[src/rtl/counter_seq_ctrl.sv]
// counter_seq_ctrl: load/run/pause/done sequencer around a WIDTH-bit down-counter
// with a programmable prescaler, one-shot or auto-reload operation and a one-cycle
// terminal-count pulse.
// Optional sticky interrupt: define COUNTER_SEQ_CTRL_IRQ_EN to add the irq/irq_clr ports.
module counter_seq_ctrl #(
  parameter int unsigned WIDTH    = 8,
  parameter int unsigned PRESCALE = 1
) (
  input  logic             clk,
  input  logic             rst,
  input  logic             start,
  input  logic             stop,
  input  logic             pause,
  input  logic             auto_reload,
  input  logic [WIDTH-1:0] load_val,
  output logic [WIDTH-1:0] count,
  output logic             busy,
  output logic             done,
  output logic [1:0]       state
`ifdef COUNTER_SEQ_CTRL_IRQ_EN
  ,
  input  logic             irq_clr,
  output logic             irq
`endif
);

  localparam int unsigned   PW       = (PRESCALE > 1) ? $clog2(PRESCALE) : 1;
  localparam logic [PW-1:0] PRE_LAST = PW'(PRESCALE - 1);

  typedef enum logic [1:0] {
    S_IDLE   = 2'b00,
    S_RUN    = 2'b01,
    S_PAUSED = 2'b10,
    S_DONE   = 2'b11
  } state_e;

  state_e           state_q, state_d;
  logic [WIDTH-1:0] count_q, count_d;
  logic [WIDTH-1:0] reload_q, reload_d;
  logic [PW-1:0]    pre_q, pre_d;
  logic             mode_q, mode_d;
  // pend_q: a zero-length start is waiting to emit its done pulse from DONE
  logic             pend_q, pend_d;
  logic             done_q, done_d;
  logic             busy_q, busy_d;

  // State register and registered outputs
  always_ff @(posedge clk or negedge rst) begin
    if (!rst) begin
      state_q  <= S_IDLE;
      count_q  <= '0;
      reload_q <= '0;
      pre_q    <= '0;
      mode_q   <= 1'b0;
      pend_q   <= 1'b0;
      done_q   <= 1'b0;
      busy_q   <= 1'b0;
    end else begin
      state_q  <= state_d;
      count_q  <= count_d;
      reload_q <= reload_d;
      pre_q    <= pre_d;
      mode_q   <= mode_d;
      pend_q   <= pend_d;
      done_q   <= done_d;
      busy_q   <= busy_d;
    end
  end

  // Next-state logic: stop beats start beats pause; ticks only while running
  always_comb begin
    state_d  = state_q;
    count_d  = count_q;
    reload_d = reload_q;
    pre_d    = pre_q;
    mode_d   = mode_q;
    pend_d   = pend_q;
    done_d   = 1'b0;

    if (stop) begin
      if (state_q != S_IDLE) begin
        state_d = S_IDLE;
        count_d = '0;
        pre_d   = '0;
        pend_d  = 1'b0;
      end
    end else if (start) begin
      reload_d = load_val;
      mode_d   = auto_reload;
      count_d  = load_val;
      pre_d    = '0;
      if (load_val == '0) begin
        state_d = S_DONE;
        pend_d  = 1'b1;
      end else begin
        state_d = S_RUN;
        pend_d  = 1'b0;
      end
    end else begin
      case (state_q)
        S_RUN: begin
          if (pause) begin
            state_d = S_PAUSED;
          end else if (pre_q == PRE_LAST) begin
            pre_d = '0;
            if (count_q > WIDTH'(1)) begin
              count_d = count_q - WIDTH'(1);
            end else begin
              done_d = 1'b1;
              if (mode_q) begin
                count_d = reload_q;
              end else begin
                count_d = '0;
                state_d = S_DONE;
              end
            end
          end else begin
            pre_d = pre_q + PW'(1);
          end
        end
        S_PAUSED: begin
          if (!pause) state_d = S_RUN;
        end
        S_DONE: begin
          if (pend_q) begin
            done_d = 1'b1;
            pend_d = 1'b0;
          end
        end
        default: ;
      endcase
    end

    busy_d = (state_d == S_RUN) || (state_d == S_PAUSED);
  end

  assign count = count_q;
  assign busy  = busy_q;
  assign done  = done_q;
  assign state = state_q;

`ifdef COUNTER_SEQ_CTRL_IRQ_EN
  logic irq_q;

  // Sticky interrupt: a new done pulse outranks a simultaneous clear
  always_ff @(posedge clk or negedge rst) begin
    if (!rst)         irq_q <= 1'b0;
    else if (done_d)  irq_q <= 1'b1;
    else if (irq_clr) irq_q <= 1'b0;
  end

  assign irq = irq_q;
`endif

endmodule

[config.mk]
export PLATFORM = sky130hd
export DESIGN_NAME = counter_seq_ctrl
export DESIGN_NICKNAME = d
export VERILOG_FILES = /design/src/rtl/counter_seq_ctrl.sv
export SDC_FILE = /design/constraint.sdc
export NUM_CORES = 1
export LEC_CHECK = 0
export ABC_AREA = 0
export CAP_MARGIN = 30
export CORE_ASPECT_RATIO = 0.9
export CORE_UTILIZATION = 25
export DETAILED_ROUTE_END_ITERATION = 6
export GPL_ROUTABILITY_DRIVEN = 0
export SETUP_SLACK_MARGIN = 0.4
export SLEW_MARGIN = 0
export SYNTH_ARGS = -nofsm -noshare
export SYNTH_HDL_FRONTEND = slang
export SYNTH_SLANG_ARGS = --single-unit
[constraint.sdc]
create_clock -name clk -period 5.5 [get_ports clk]
set_input_delay 0.55 -clock clk [delete_from_list [all_inputs] [get_ports clk]]
set_output_delay 0.55 -clock clk [all_outputs]
set_load 0.005 [all_outputs]
==> key figures <==
STA
  – Fin crit share: 0.4786
  – RSZ-0062 raised after global routing: no
  – Post-route setup TNS: 0 ns
  – Fin Clk Skew: 0.003083 ns
  – Hold slack final: 0.4876 ns
  – Worst Max-Slew Pin Slew: 0.8312 ns
  – Fin crit period: 2.632 ns
  – Slew Limit Fails: 0
  – Setup violators final: 0
  – Maximum clock frequency: 379.9 MHz
  – Final Hold Fails: 0
  – Slew headroom: 0.4459

Floorplanning
  – Rows: 24
  – Die H: 71.43 um
  – Starting Density: 0.2686
  – Core area: 4985 um^2
  – Full die area: 5652 um^2
  – Die Span X: 79.14 um
  – Boundary pin count: 26

Layout
  – Most frequent cells in the layout: nand2_1, clkdlybuf4s50_1, dfrtp_1
  – Ant. Diodes: 0
  – Most common cell after layout, fill and taps aside: nand2_1
  – Final nets: 203
  – Final Instance Area: 1719 um^2
  – Layout area overhead: 28.41%
  – Layout cell share with drive strength beyond 1: 0.06044
  – Final core occ: 0.3449
  – Finished Layout Cells: 247

Detailed routing
  – Drc violations: 0
  – Starting DRC count in detailed routing: 78
  – Detail Route Antenna Nets: 0
  – Via count: 1198
  – Via-to-Cell Ratio: 4.850
  – Initial DRT Pass Iterations: 4
  – Routed wire length: 3.277 mm
  – WL per Instance: 13.27 um

Global route
  – Tot GR Track Use: 0.1187
  – First-pass GRT wire length: 5.250 mm
  – Vias in the first global route: 1042
  – Initial antenna violation count: 0
  – Largest net degree at the start of global routing: 21
  – GRT overflow: 0

Flow run
  – Maxcap violations: 0

Pwr
  – Int Power: 341.2 uW
  – Pwr Density: 301.5 nW/um^2
  – Clock power frac: 0.223
  – Seq pwr share: 0.425
  – Switch share: 0.3416
  – Psw: 177.0 uW
  – Peak VDD IR: 0.0001200 V
  – Leak: 0.7152 nW
  – Logic pwr share: 0.352

Clocking
  – Clk pin slew, worst setup/hold paths: 0.08 ns
  – TritonCTS clock tree: done
  – Resize count post-CTS: 0
  – Clk sinks: 22
  – Clk buf depth: 2
  – CTS hold repair buffers: 0
  – Worst-Skew Late Latency: 0.26 ns
  – Number of H-tree levels: 1
  – Num CTS Buffers: 3
  – Root buf cell: clkbuf_8
  – Setup Buffers After CTS: 0

Yosys
  – Netlist Area Pre-Place: 1339 um^2
  – Share of the synthesized area in the top cell type: 0.4112
  – Synth top area cells: dfrtp_1, nand2_1, ha_1, o21ai_0, nor2_1
  – Ys async rst share: 1.000
  – Syn_nets: 180
  – Number of synthesized flops with an enable pin: 0
  – Main flop type after synthesis: dfrtp_1
  – Post-synthesis sequential area ratio: 0.4112
  – Mean post-synth cell area: 8.367 um^2
  – Ys Warns: 0
  – Largest area contributor in the netlist: dfrtp_1
  – Distinct cells, synth: 38
  – Synth Register Bits: 22
  – Post-Synthesis Cells: 160

Place
  – Post-DP HPWL: 2.500 mm
  – Port Buffers: 25
  – Placed cell area: 1664 um^2
  – Placed insts: 243

Min path
  – Worst hold stages: 2
  – Worst Min Path Start: reload_q[2]
  – Hold Crit Class: reg2reg
  – Hold EP: reload_q[2]

Setup path
  – Slowest-stage cell, CP: nor2_1
  – Slowest stage delay, CP: 0.73 ns
  – Kind of critical path: in2reg
  – Reg-to-Reg End: busy
  – Crit-path most repeated cell: a21oi_1
  – Startpoint type of the worst setup path: input pin
  – Reg2Reg Launch Point: count[4]
  – Crit-path cells: clkdlybuf4s50_1, nor2_1, a22oi_1, a21oi_1, a21oi_1, o21ai_0
  – R2R Setup Slk: 3.15 ns
  – Max FO, Critical Path: 14
  – CP arrival: 2.81 ns
  – Worst Reg-to-Reg Cells: 5
  – Crit. End Element: register
  – CP Data Required Time: 5.68 ns

Run status
  – Status: finished clean
## area by class of cell
class / count / area, um^2
multi-input combinational: 122 / 724.4
tap: 65 / 81.33
sequential: 22 / 550.5
fill: 529 / 3266
clock buffer: 4 / 55.05
inverter: 8 / 30.03
timing repair buffer: 26 / 277.8
## through the flow
step                setup WS, ns  power (mW)
global route               2.720      0.5533
finish                     2.868      0.5182
CTS                        2.948      0.5215
detailed placement         2.687      0.4045
floorplan                  3.643      0.3293
global placement           2.746      0.4045
## state kept, by name, indices dropped and copies added (netlist names)
register and flops:
count 8, reload_q 8, state 2, busy 1, done 1, mode_q 1, pend_q 1
## power groups by stage
stage	clock network [mW]	logic [mW]	registers, mW
final	0.116	0.182	0.220
after global routing	0.124	0.204	0.225
after CTS	0.118	0.183	0.221
after detailed placement	0	0.181	0.223
after global placement	0	0.181	0.223
after floorplan	0	0.115	0.215
## kinds of logic after synthesis
kind of cell / after synthesis / synth area share
simple gates: 71 / 0.2551
compound gates: 41 / 0.2019
buf+inv: 16 / 0.04767
xor+xnor: 3 / 0.01963
mux: 1 / 0.008411
fa+ha+maj: 6 / 0.05607
flops: 22 / 0.4112
## synth_stat cells (all sizes together), types with 2 or more instances
cell type and count:
or4 2, nand4 2, nand2 35, inv 8
nor2 11, nor4 4, nand3 4, a21boi 2
clkbuf 7, and3 3, nand2b 3, a21oi 8
dfrtp 22, o21ai 12, ha 6, o221ai 2
o31ai 2, a22oi 3, nor2b 2, xnor2 2
a31oi 5, nor3 4
## how the worst max path moves through the flow
stage | cells past startpoint | slack (ns) | end | from
floorplan | 6 | 3.64 | count[1] | count[5]
global placement | 6 | 2.75 | count[5] | stop
detailed placement | 6 | 2.69 | count[5] | stop
CTS | 6 | 2.95 | count[5] | stop
global route | 5 | 2.72 | count[4] | stop
finish | 6 | 2.87 | count[5] | stop
## per-layer routing
layer	share of wire	vias up	GRT usage
li1	-	609	-
met1	0.52	545	0.1831
met2	0.41	40	0.1686
met3	0.061	4	0.01783
met4	0.0098	0	0.03636
met5	0	-	0
## critical path: cells and delay by family
family,cells,cell delay (ns)
buffers and inverters,1,0.62
AO/OA/AOI/OAI,4,0.91
AND/OR/NAND/NOR,1,0.73
(Power assumes the default switching activity.)
